--- src/rtl/taxi_pkg.sv ---
// Shared taxi definitions: datapath widths, state encoding and default tariff.
// The display block reuses the tariff constants so both sides agree on pricing.
package taxi_pkg;

  localparam int FARE_W = 14;
  localparam int DIST_W = 10;
  localparam int TRIP_W = 12;

  typedef enum logic [2:0] {
    ST_IDLE  = 3'd0,
    ST_RUN   = 3'd1,
    ST_WAIT  = 3'd2,
    ST_PAUSE = 3'd3,
    ST_DONE  = 3'd4
  } state_e;

  localparam int unsigned DEF_BASE_FARE   = 32'd100;
  localparam int unsigned DEF_BASE_DIST   = 32'd30;
  localparam int unsigned DEF_UNIT_DIST   = 32'd10;
  localparam int unsigned DEF_RATE        = 32'd20;
  localparam int unsigned DEF_WAIT_CYCLES = 32'd50;
  localparam int unsigned DEF_WAIT_RATE   = 32'd10;
  localparam int unsigned DEF_FARE_MAX    = 32'd9999;

  // Distance travelled beyond the flag-fall allowance, floored at zero.
  function automatic logic [TRIP_W-1:0] over_base(input logic [TRIP_W-1:0] trip,
                                                  input logic [TRIP_W-1:0] base);
    logic [TRIP_W-1:0] over;
    if (trip > base) begin
      over = trip - base;
    end else begin
      over = {TRIP_W{1'b0}};
    end
    return over;
  endfunction

endpackage

--- src/rtl/fare_meter_if.sv ---
// Trip controls and distance in, fare/status out; clk and reset stay plain ports.
interface fare_meter_if;
  import taxi_pkg::*;

  logic              start;
  logic              waitL;
  logic              pause;
  logic [DIST_W-1:0] distance;
  logic [FARE_W-1:0] fare;
  logic [TRIP_W-1:0] trip_dist;
  logic [2:0]        state;
  logic              done;

  modport master (
    output start, waitL, pause, distance,
    input  fare, trip_dist, state, done
  );

  modport slave (
    input  start, waitL, pause, distance,
    output fare, trip_dist, state, done
  );

endinterface

--- src/rtl/fare_accum.sv ---
// Saturating fare adder: current fare plus distance and waiting increments,
// clamped to FARE_MAX so the displayed fare never wraps.
module fare_accum
  import taxi_pkg::*;
#(
  parameter int unsigned FARE_MAX = DEF_FARE_MAX
) (
  input  logic [FARE_W-1:0] fare_in,
  input  logic [FARE_W-1:0] dist_inc,
  input  logic [FARE_W-1:0] wait_inc,
  output logic [FARE_W-1:0] fare_out
);

  localparam logic [FARE_W+1:0] MAX_WIDE = (FARE_W + 2)'(FARE_MAX);
  localparam logic [FARE_W-1:0] MAX_FARE = FARE_W'(FARE_MAX);

  logic [FARE_W+1:0] sum_s;

  // Two guard bits keep the three-way sum exact before the clamp.
  always_comb begin
    sum_s = {2'b00, fare_in} + {2'b00, dist_inc} + {2'b00, wait_inc};
    if (sum_s > MAX_WIDE) begin
      fare_out = MAX_FARE;
    end else begin
      fare_out = sum_s[FARE_W-1:0];
    end
  end

endmodule

--- src/rtl/fare_meter.sv ---
// Taxi fare meter: flag-fall fare, per-unit distance charge past the base
// distance, and a waiting charge, driven by a start/wait/pause trip FSM.
module fare_meter
  import taxi_pkg::*;
#(
  parameter int unsigned BASE_FARE   = DEF_BASE_FARE,
  parameter int unsigned BASE_DIST   = DEF_BASE_DIST,
  parameter int unsigned UNIT_DIST   = DEF_UNIT_DIST,
  parameter int unsigned RATE        = DEF_RATE,
  parameter int unsigned WAIT_CYCLES = DEF_WAIT_CYCLES,
  parameter int unsigned WAIT_RATE   = DEF_WAIT_RATE,
  parameter int unsigned FARE_MAX    = DEF_FARE_MAX
) (
  input logic         clk,
  input logic         reset,
  fare_meter_if.slave bus
);

  localparam int unsigned       WCNT_W      = $clog2(WAIT_CYCLES + 1);
  localparam logic [FARE_W-1:0] BASE_FARE_L = FARE_W'(BASE_FARE);
  localparam logic [TRIP_W-1:0] BASE_DIST_L = TRIP_W'(BASE_DIST);
  localparam logic [TRIP_W-1:0] UNIT_DIST_L = TRIP_W'(UNIT_DIST);
  localparam logic [FARE_W-1:0] RATE_L      = FARE_W'(RATE);
  localparam logic [FARE_W-1:0] WAIT_RATE_L = FARE_W'(WAIT_RATE);
  localparam logic [WCNT_W-1:0] WCNT_LAST   = WCNT_W'(WAIT_CYCLES - 1);

  state_e            state_q, state_d;
  logic [FARE_W-1:0] fare_q, fare_d;
  logic [TRIP_W-1:0] trip_q, trip_d;
  logic [TRIP_W-1:0] acc_q, acc_d;
  logic [WCNT_W-1:0] wait_cnt_q, wait_cnt_d;
  logic [DIST_W-1:0] prev_dist_q;
  logic              start_d_q;
  logic              arm_q;
  logic              done_q, done_d;

  logic [DIST_W-1:0] delta_s;
  logic              start_rise_s;
  logic [TRIP_W:0]   trip_sum_s;
  logic [TRIP_W-1:0] trip_new_s;
  logic [TRIP_W-1:0] acc_sum_s;
  logic              dist_step_s;
  logic              wait_wrap_s;
  logic [FARE_W-1:0] dist_inc_s;
  logic [FARE_W-1:0] wait_inc_s;
  logic [FARE_W-1:0] fare_sum_s;

  // arm_q masks the first edge after reset so a start already held high is
  // absorbed into start_d instead of being seen as a rising edge.
  assign delta_s      = bus.distance - prev_dist_q;
  assign start_rise_s = bus.start & ~start_d_q & arm_q;

  // Distance/waiting charge terms for the current cycle.
  always_comb begin
    trip_sum_s  = {1'b0, trip_q} + {{(TRIP_W - DIST_W + 1){1'b0}}, delta_s};
    trip_new_s  = trip_sum_s[TRIP_W] ? {TRIP_W{1'b1}} : trip_sum_s[TRIP_W-1:0];
    acc_sum_s   = acc_q + (over_base(trip_new_s, BASE_DIST_L) - over_base(trip_q, BASE_DIST_L));
    dist_step_s = (acc_sum_s >= UNIT_DIST_L);
    wait_wrap_s = (state_q == ST_WAIT) && (wait_cnt_q == WCNT_LAST);
    dist_inc_s  = dist_step_s ? RATE_L : {FARE_W{1'b0}};
    wait_inc_s  = wait_wrap_s ? WAIT_RATE_L : {FARE_W{1'b0}};
  end

  fare_accum #(
    .FARE_MAX (FARE_MAX)
  ) u_accum (
    .fare_in  (fare_q),
    .dist_inc (dist_inc_s),
    .wait_inc (wait_inc_s),
    .fare_out (fare_sum_s)
  );

  // Trip FSM next state plus fare, trip distance, remainder and wait counter.
  always_comb begin
    state_d    = state_q;
    fare_d     = fare_q;
    trip_d     = trip_q;
    acc_d      = acc_q;
    wait_cnt_d = wait_cnt_q;
    done_d     = 1'b0;
    case (state_q)
      ST_IDLE, ST_DONE: begin
        if (start_rise_s) begin
          state_d    = ST_RUN;
          fare_d     = BASE_FARE_L;
          trip_d     = {TRIP_W{1'b0}};
          acc_d      = {TRIP_W{1'b0}};
          wait_cnt_d = {WCNT_W{1'b0}};
        end else begin
          state_d = state_q;
        end
      end
      ST_RUN, ST_WAIT, ST_PAUSE: begin
        trip_d = trip_new_s;
        fare_d = fare_sum_s;
        if (dist_step_s) begin
          acc_d = acc_sum_s - UNIT_DIST_L;
        end else begin
          acc_d = acc_sum_s;
        end
        if (state_q == ST_WAIT) begin
          wait_cnt_d = wait_wrap_s ? {WCNT_W{1'b0}} : wait_cnt_q + WCNT_W'(1);
        end else begin
          wait_cnt_d = wait_cnt_q;
        end
        if (!bus.start) begin
          state_d = ST_DONE;
          done_d  = 1'b1;
        end else if (bus.pause) begin
          state_d = ST_PAUSE;
        end else if (bus.waitL) begin
          state_d = ST_WAIT;
        end else begin
          state_d = ST_RUN;
        end
      end
      default: begin
        state_d = ST_IDLE;
      end
    endcase
  end

  // State and datapath registers.
  always_ff @(posedge clk or negedge reset) begin
    if (!reset) begin
      state_q     <= ST_IDLE;
      fare_q      <= {FARE_W{1'b0}};
      trip_q      <= {TRIP_W{1'b0}};
      acc_q       <= {TRIP_W{1'b0}};
      wait_cnt_q  <= {WCNT_W{1'b0}};
      prev_dist_q <= {DIST_W{1'b0}};
      start_d_q   <= 1'b0;
      arm_q       <= 1'b0;
      done_q      <= 1'b0;
    end else begin
      state_q     <= state_d;
      fare_q      <= fare_d;
      trip_q      <= trip_d;
      acc_q       <= acc_d;
      wait_cnt_q  <= wait_cnt_d;
      prev_dist_q <= bus.distance;
      start_d_q   <= bus.start;
      arm_q       <= 1'b1;
      done_q      <= done_d;
    end
  end

  assign bus.fare      = fare_q;
  assign bus.trip_dist = trip_q;
  assign bus.state     = state_q;
  assign bus.done      = done_q;

endmodule

--- src/flat_wrapper.sv ---
// flat-port wrapper written by rule: the top's interface ports become plain ports
module fare_meter_flat import taxi_pkg::*;
#(
  parameter int unsigned BASE_FARE   = DEF_BASE_FARE,
  parameter int unsigned BASE_DIST   = DEF_BASE_DIST,
  parameter int unsigned UNIT_DIST   = DEF_UNIT_DIST,
  parameter int unsigned RATE        = DEF_RATE,
  parameter int unsigned WAIT_CYCLES = DEF_WAIT_CYCLES,
  parameter int unsigned WAIT_RATE   = DEF_WAIT_RATE,
  parameter int unsigned FARE_MAX    = DEF_FARE_MAX
)
  (clk, reset, bus_start, bus_waitL, bus_pause, bus_distance, bus_fare, bus_trip_dist, bus_state, bus_done);
  fare_meter_if bus_i ();
  input logic clk;
  input logic reset;
  input wire logic [$bits(bus_i.start)-1:0] bus_start;
  input wire logic [$bits(bus_i.waitL)-1:0] bus_waitL;
  input wire logic [$bits(bus_i.pause)-1:0] bus_pause;
  input wire logic [$bits(bus_i.distance)-1:0] bus_distance;
  output wire logic [$bits(bus_i.fare)-1:0] bus_fare;
  output wire logic [$bits(bus_i.trip_dist)-1:0] bus_trip_dist;
  output wire logic [$bits(bus_i.state)-1:0] bus_state;
  output wire logic [$bits(bus_i.done)-1:0] bus_done;
  assign bus_i.start = bus_start;
  assign bus_i.waitL = bus_waitL;
  assign bus_i.pause = bus_pause;
  assign bus_i.distance = bus_distance;
  assign bus_fare = bus_i.fare;
  assign bus_trip_dist = bus_i.trip_dist;
  assign bus_state = bus_i.state;
  assign bus_done = bus_i.done;
  fare_meter #(.BASE_FARE(BASE_FARE), .BASE_DIST(BASE_DIST), .UNIT_DIST(UNIT_DIST), .RATE(RATE), .WAIT_CYCLES(WAIT_CYCLES), .WAIT_RATE(WAIT_RATE), .FARE_MAX(FARE_MAX)) u_core (.clk(clk), .reset(reset), .bus(bus_i));
endmodule
--- config.mk ---
export PLATFORM = sky130hd
export DESIGN_NAME = fare_meter_flat
export DESIGN_NICKNAME = d
export VERILOG_FILES = /design/src/rtl/taxi_pkg.sv /design/src/rtl/fare_meter_if.sv /design/src/rtl/fare_accum.sv /design/src/rtl/fare_meter.sv /design/src/flat_wrapper.sv
export SDC_FILE = /design/constraint.sdc
export NUM_CORES = 1
export LEC_CHECK = 0
export CORE_AREA = 5 5 123 125
export CTS_BUF_LIST = sky130_fd_sc_hd__clkbuf_16
export DETAILED_ROUTE_END_ITERATION = 8
export DIE_AREA = 0 0 128 130
export SLEW_MARGIN = 20
export SYNTH_ARGS = -nofsm -noshare
export SYNTH_HDL_FRONTEND = slang
export SYNTH_SLANG_ARGS = --single-unit
export TNS_END_PERCENT = 100
--- constraint.sdc ---
create_clock -name clk -period 10.8 [get_ports clk]
set_input_delay 3.24 -clock clk [delete_from_list [all_inputs] [get_ports clk]]
set_output_delay 3.24 -clock clk [all_outputs]
set_load 0.01 [all_outputs]
==> Word level (Yosys, flattened, before mapping) <==
Index checks and enable logic that the tools add are counted.
W data, S select, Z words.
{ "word_totals": {"out_inout_bits": 30, "register_bits": 60, "inputBits": 15} }
{ "op_classes": {"order_cmp": 4, "eq_ne": 7, "reduce_logical": 7, "muxes": 23, "n_addsub": 10, "n_bitwise": 3} }
{ "ops": {"columns": ["operator", "n"], "rows": [
  ["$mux W12", 5],
  ["$pmux W12 S2", 2],
  ["$mux W14", 2],
  ["$pmux W14 S2", 1],
  ["$gt A12 B5 Y1 const B", 2],
  ["$sub A12 B5 Y12 const B", 2],
  ["$mux W6", 3],
  ["$add A16 B14 Y16", 1],
  ["$gt A16 B14 Y1 const B", 1],
  ["$add A14 B14 Y15", 1],
  ["$add A12 B10 Y13", 1],
  ["$add A12 B12 Y12", 1],
  ["$ge A12 B4 Y1 const B", 1],
  ["$pmux W6 S2", 1],
  ["$sub A12 B12 Y12", 1],
  ["$sub A12 B4 Y12 const B", 1],
  ["$sub A10 B10 Y10", 1],
  ["$mux W3", 3],
  ["$add A6 B1 Y6 const B", 1],
  ["$eq A3 B2 Y1 const B", 2],
  ["$eq A6 B6 Y1 const B", 1],
  ["$pmux W3 S2", 1],
  ["$mux W5", 1],
  ["$mux W4", 1],
  ["14 further kinds", 17]
]} }

==> Depth between registers and ports, before layout <==
{ "depth": {"word_depth": 14, "mapped_depth": 52, "mapped_depth_nobuf": 50} }

==> Hierarchy <==
Synthesis repeated with hierarchy kept, for this count alone.
{ "unflattened": {"cells_unflattened": 717, "area_unflattened_um2": 6032.0} }
{ "by_module_without_submodules": {"columns": ["module", "seq_area_each_um2", "cells_each", "instances", "area_each_um2"], "rows": [
  ["fare_meter", 1501.4, 586, 1, 4858.4],
  ["fare_accum", 0.0, 131, 1, 1173.6]
]} }

==> Least setup slack after synthesis <==
OpenSTA, ideal clock, no wires.
{ "synth_timing": {"path_kind": "input to register", "start": "input port bus_distance[1]", "end": "register u_core.fare_q[9], in the netlist u_core.bus.fare[9]", "arrival_time_ns": 12.397, "setup_ns": 0.146, "path_slack_ns": -1.743, "cell_stages": 50, "cell_sequence": "ha_1 nor2b_1 o21ai_0 a21boi_0 o21ai_0 a21boi_0 o21a_1 o21ai_0 nand2b_1 a21oi_1 xnor2_1 ha_1 and2_1 a221o_1 a31o_2 and2b_1 buf_2 nor2_1 [... 14 more ...] nor3_1 nand2_1 nor2_1 inv_1 ha_1 xor2_1 ha_1 a21oi_1 a21oi_1 nand3_1 a2111oi_2 xor2_1 a31o_2 or3b_1 nand3_1 or2_2 buf_2 o311ai_0"} }
{ "synth_via": {"elab_chain_cells": 14, "word_cells_on_any_way": 15, "cone_classes": "add/sub: 7; order compare: 3; mux: 5"} }
{ "synth_lines": {"columns": ["item", "line", "rtl"], "rows": [
  ["start: declaration", "flat_wrapper.sv:19", "input wire logic [$bits(bus_i.distance)-1:0] bus_distance;"],
  ["$sub A10 B10 Y10 *", "fare_meter.sv:50", "assign delta_s = bus.distance - prev_dist_q;"],
  ["$add A12 B10 Y13 *", "fare_meter.sv:55", "trip_sum_s = {1'b0, trip_q} + {{(TRIP_W - DIST_W + 1){1'b0}}, delta_s};"],
  ["$mux W12 *", "fare_meter.sv:56", "trip_new_s = trip_sum_s[TRIP_W] ? {TRIP_W{1'b1}} : trip_sum_s[TRIP_W-1:0];"],
  ["$sub A12 B5 Y12 or $gt A12 B5 Y1 (tied branches)", "taxi_pkg.sv:30, taxi_pkg.sv:29", null],
  ["$mux W12 *", "taxi_pkg.sv:29", "if (trip > base) begin"],
  ["$sub A12 B12 Y12 *", "fare_meter.sv:57", "acc_sum_s = acc_q + (over_base(trip_new_s, BASE_DIST_L) - over_base(trip_q, BASE_DIST_L));"],
  ["$add A12 B12 Y12 *", "fare_meter.sv:57", null],
  ["$ge A12 B4 Y1 *", "fare_meter.sv:58", "dist_step_s = (acc_sum_s >= UNIT_DIST_L);"],
  ["$mux W5 *", "fare_meter.sv:60", "dist_inc_s = dist_step_s ? RATE_L : {FARE_W{1'b0}};"],
  ["$add A14 B14 Y15 *", "fare_accum.sv:21", "sum_s = {2'b00, fare_in} + {2'b00, dist_inc} + {2'b00, wait_inc};"],
  ["$add A16 B14 Y16 *", "fare_accum.sv:21", null],
  ["$gt A16 B14 Y1", "fare_accum.sv:22", "if (sum_s > MAX_WIDE) begin"],
  ["$mux W14 *", "fare_accum.sv:22", null],
  ["$pmux W14 S2 *", "fare_meter.sv:81", "case (state_q)"],
  ["end signal: assignment", "fare_meter.sv:127", "fare_q <= {FARE_W{1'b0}};"],
  ["end signal: assignment", "fare_meter.sv:137", "fare_q <= fare_d;"],
  ["end: declaration", "fare_meter.sv:28", "logic [FARE_W-1:0] fare_q, fare_d;"]
]} }
Every way passes the cells marked *; elsewhere a longest branch is shown, timed or not.
A chain may end at the register's enable or synchronous reset.

==> Final worst setup path <==
Ends and elaborated chain as after synthesis.

==> out/summary.md <==
The worst setup path is of the in2reg kind. The run gives 43.62% as the worst slew margin relative to its limit. The number of cell instances on the worst register-to-register path was 48. After detailed routing, the number of vias per cell comes to 5.247. The initial antenna violation count came out at 0. Top cell type by total area after synthesis: dfrtp_1.

The tools report the net count after synthesis as 697. The logs give 11.08 mm for the estimated wirelength of the detail-placed design and 0 for the max capacitance violation total. The clock input transition at the sequential cells of the worst setup and hold paths came out at 0.06 ns. On the critical path the largest part of the delay comes from simple AND/OR/NAND/NOR gates. The die covers 0.01664 mm2. For the number of search-and-repair iterations in the first detailed-routing pass, the log shows 5. The tools report the via count of the first global-routing pass as 5204.

The count of final max-slew check failures was 0. Counting flops with an async set or reset pin after synthesis yields a share of 100.0%. Counting both buffers and inverters, the worst setup path holds a total of 4.

The first global-routing pass estimated 25.38 mm of wire. The final reports fail on negative setup slack. In the final layout, the share of cells above drive strength 1 is 32.56%. The kind of end point of the critical path was a flip-flop.

TritonCTS built the clock tree. Excluding fillers, the count of instances in the completed layout stands at 1000. The number of buffers created by CTS was 9; the count of clock tree sinks was 60. The worst-path maximum fanout works out to 5.

The data required time of the critical path was 10.99 ns; the post-synthesis share of cell area spent on full adders, half adders and majority gates was 14.48%. From bottom edge to top edge, the die measures 130 um. In this run the count of I/O pins placed on the die edge is 45. The min-delay analysis places its worst path in the category reg2reg.

By area, the combinational part of the netlist is dominated by simple AND/OR/NAND/NOR gates. Root buffer cell: clkbuf_16. The share of synthesized area in the top cell type comes to 27.68%. Number of nets in the layout: 885.

The routed design has 14.97 mm of wire. The critical path starts at bus_distance[1]. The startpoint identified for the worst hold timing path is u_core.wait_cnt_q[5]$_DFFE_PN0P_. In this design, the stage delay of the slowest critical-path cell is 0.48 ns. The detailed router finished its first iteration with 385 violations. The floorplan step set the die width to 128 um. Ranked by instance count, the synthesized netlist is headed by 60 x dfrtp_1, 57 x nand2_1, 56 x inv_1, 50 x nor2_1, 42 x ha_1.

The buffer depth of the longest clock path was 2; the count of cell instances traversed by the critical path was 48. The slowest library cell on the worst path is fa_1. By area the synthesized netlist is led by dfrtp_1 28%, ha_1 9.7%, xnor2_1 6.3%, fa_1 4.8%, nand2_1 3.9%.

Yosys mapped a number of flops with a built-in enable equal to 0. Summing the areas of all compound-gate instances in the mapped netlist gives 19.56% of the synthesized area. The area added between synthesis and finish is 45.87%, and the final cycle utilization of the critical path is 105.8%. Subtracting the final worst setup slack from the clock period gives 11.43 ns. After synthesis, the netlist uses 79 different library cells.

Setup repair after global routing could not meet its margin everywhere. The flop and latch count out of synthesis was 60; the arrival time at the worst endpoint was 11.62 ns. The worst setup slack after layout came out at -0.6255 ns. Summing over every cut layer, the via total after detailed routing is 5247. After detailed routing, the number of remaining DRC violations is 0. The actual slew at the worst max-slew pin was 0.8448 ns; the routability-driven placement congestion ratio was 0.8903. Counting every instance in the synthesized netlist gives 627. Yosys printed 0 warnings. Top flip-flop cell by instance count after synthesis: dfrtp_1.

The worst register-to-register path begins at u_core.prev_dist_q[1]$_DFF_PN0_. Dividing the detail-routed wire length by the instance count gives 14.97 um. The core region is 0.01377 mm2. The flow ran to the end, but the final reports show violations.

The post-placement cell count is 958. Global routing finished with a remaining overflow of 0. The synthesized netlist devotes 10.08% of its cell area to XOR and XNOR gates. The run gives 27.68% as the register area share after synthesis. Setup total negative slack on the finished layout was measured at -7.319 ns. Global routing used 18.97% of the available tracks across all layers. Number of cells traversed by the worst hold path: 1.

The worst setup path is launched from an input pin. The tools report the post-route antenna net violation count as 0. The run gives -1.632 ns as the placement-stage worst setup slack.

The count of standard-cell rows was 43; the number of diodes was 0. Measured on the finished design, the core utilization comes to 57.46%. The portion of synthesized area spent on multiplexers is 0.8072%.

The clock tree synthesis step divided the H-tree into 3 levels. The run gives 14 as the count of final setup violators. The logs give 0.08752 GHz for the highest clock rate and 0.005425 mm2 for the cell area after synthesis.

The maximum clock skew at final layout is 0.007481 ns, and the initial cell density of the core is 39.39%. The post-synthesis share of cell area spent on and, or, nand and nor gates came out at 21.59%. Entering global routing, the biggest net connects 61 pins. The average footprint of a synthesized cell came out at 8.653 um2.

The filler cells instantiated in the layout total 1236. The number of buffer cells added on primary ports is 44, and the clock insertion delay at the later pin of the skew report is 0.35 ns. In the post-synthesis netlist, the cell with the most instances is dfrtp_1. The number of hold violations in the final report was 0.
[placed cells by master (no fill, tap or decap), types with 5 or more instances in the layout]
| cell type | instances |
|---|---|
| xor2_1 | 14 |
| a21o_1 | 9 |
| ha_1 | 30 |
| o21a_1 | 6 |
| ha_4 | 10 |
| clkdlybuf4s50_1 | 38 |
| or4_1 | 5 |
| nand2b_1 | 11 |
| a31oi_1 | 11 |
| xnor2_1 | 36 |
| buf_6 | 5 |
| buf_4 | 146 |
| a21oi_2 | 7 |
| xnor2_2 | 6 |
| o21ai_1 | 9 |
| inv_1 | 52 |
| dfrtp_1 | 60 |
| o211ai_1 | 6 |
| and3_1 | 7 |
| nor2b_1 | 9 |
| a21oi_1 | 20 |
| nor2_1 | 45 |
| nand2_2 | 6 |
| nand2_1 | 51 |
| nand3_1 | 22 |
| fa_1 | 12 |
| clkbuf_16 | 9 |
| nor3_1 | 15 |
| o21ai_0 | 26 |
[worst register-to-register path, delay by kind of cell, from the launching register on]
| kind | cells | cell delay [ns] |
|---|---|---|
| flops | 1 | 0.40 |
| simple gates | 16 | 2.91 |
| fa+ha+maj | 7 | 1.77 |
| compound gates | 16 | 2.59 |
| mux | 1 | 0.32 |
| buf+inv | 4 | 0.25 |
| xor+xnor | 4 | 0.51 |
[per-stage QoR]
stage                     cell area [um2]  hold WS (ns)
after CTS                            7784        0.4839
final                                7914        0.4886
after detailed placement             7174        0.4697
after global placement               7174        0.4635
after floorplan                      5689        0.4456
after global routing                 7914        0.5170
[worst paths after layout]
path | to | slack (ns)
setup reg to reg | u_core.bus.fare[9]$_DFFE_PN0P_ | 1.90
min in group asynchronous | u_core.bus.fare[10]$_DFFE_PN0P_ | 3.08
setup / recovery | u_core.bus.fare[9]$_DFFE_PN0P_ | -0.63
hold reg to reg | u_core.wait_cnt_q[5]$_DFFE_PN0P_ | 0.49
max in group asynchronous | u_core.acc_q[0]$_DFFE_PN0P_ | 7.19
hold / removal | u_core.wait_cnt_q[5]$_DFFE_PN0P_ | 0.49
[sequential cells by signal (all words and copies together) (netlist names)]
register and cells:
u_core.bus.trip_dist 12, u_core.wait_cnt_q 6, u_core.bus.state 3, u_core.bus.done 1, u_core.acc_q 12, u_core.start_d_q 1
u_core.prev_dist_q 10, u_core.bus.fare 14, u_core.arm_q 1
[cells by family after synthesis]
| logic type | count (synthesis) |
|---|---|
| mux | 4 |
| fa+ha+maj | 55 |
| xor+xnor | 59 |
| compound gates | 150 |
| other cells | 1 |
| buf+inv | 75 |
| simple gates | 223 |
| flops | 60 |
[layout make-up]
class / count / area [um2] / area share (%)
clock buffer: 9 / 225.2 / 2.846
clock inverter: 7 / 98.84 / 1.249
inverter: 56 / 212.7 / 2.688
multi-input combinational: 493 / 4065 / 51.37
sequential: 60 / 1501 / 18.97
tap: 180 / 225.2 / 2.846
timing repair buffer: 195 / 1585 / 20.03
[routing by layer]
metal | part of all wire, % | track usage, % | wire length [um]
met5 | 0 | 0 | 0
met3 | 3.8 | 4.011 | 563
met1 | 44 | 23.30 | 6526
met2 | 51 | 33.43 | 7599
met4 | 1.9 | 5.930 | 284
[timing repair]
item                       CTS  global route
pin swaps                   36            17
hold buffers                 0             0
buffers inserted            17             8
cloned                       1             0
resized for setup           48            21
hold endpoints to repair     0             0
setup endpoints to repair   14            14
Power is not shown: default switching activity piles up to over one toggle a cycle in this logic, so the estimate is an artifact.
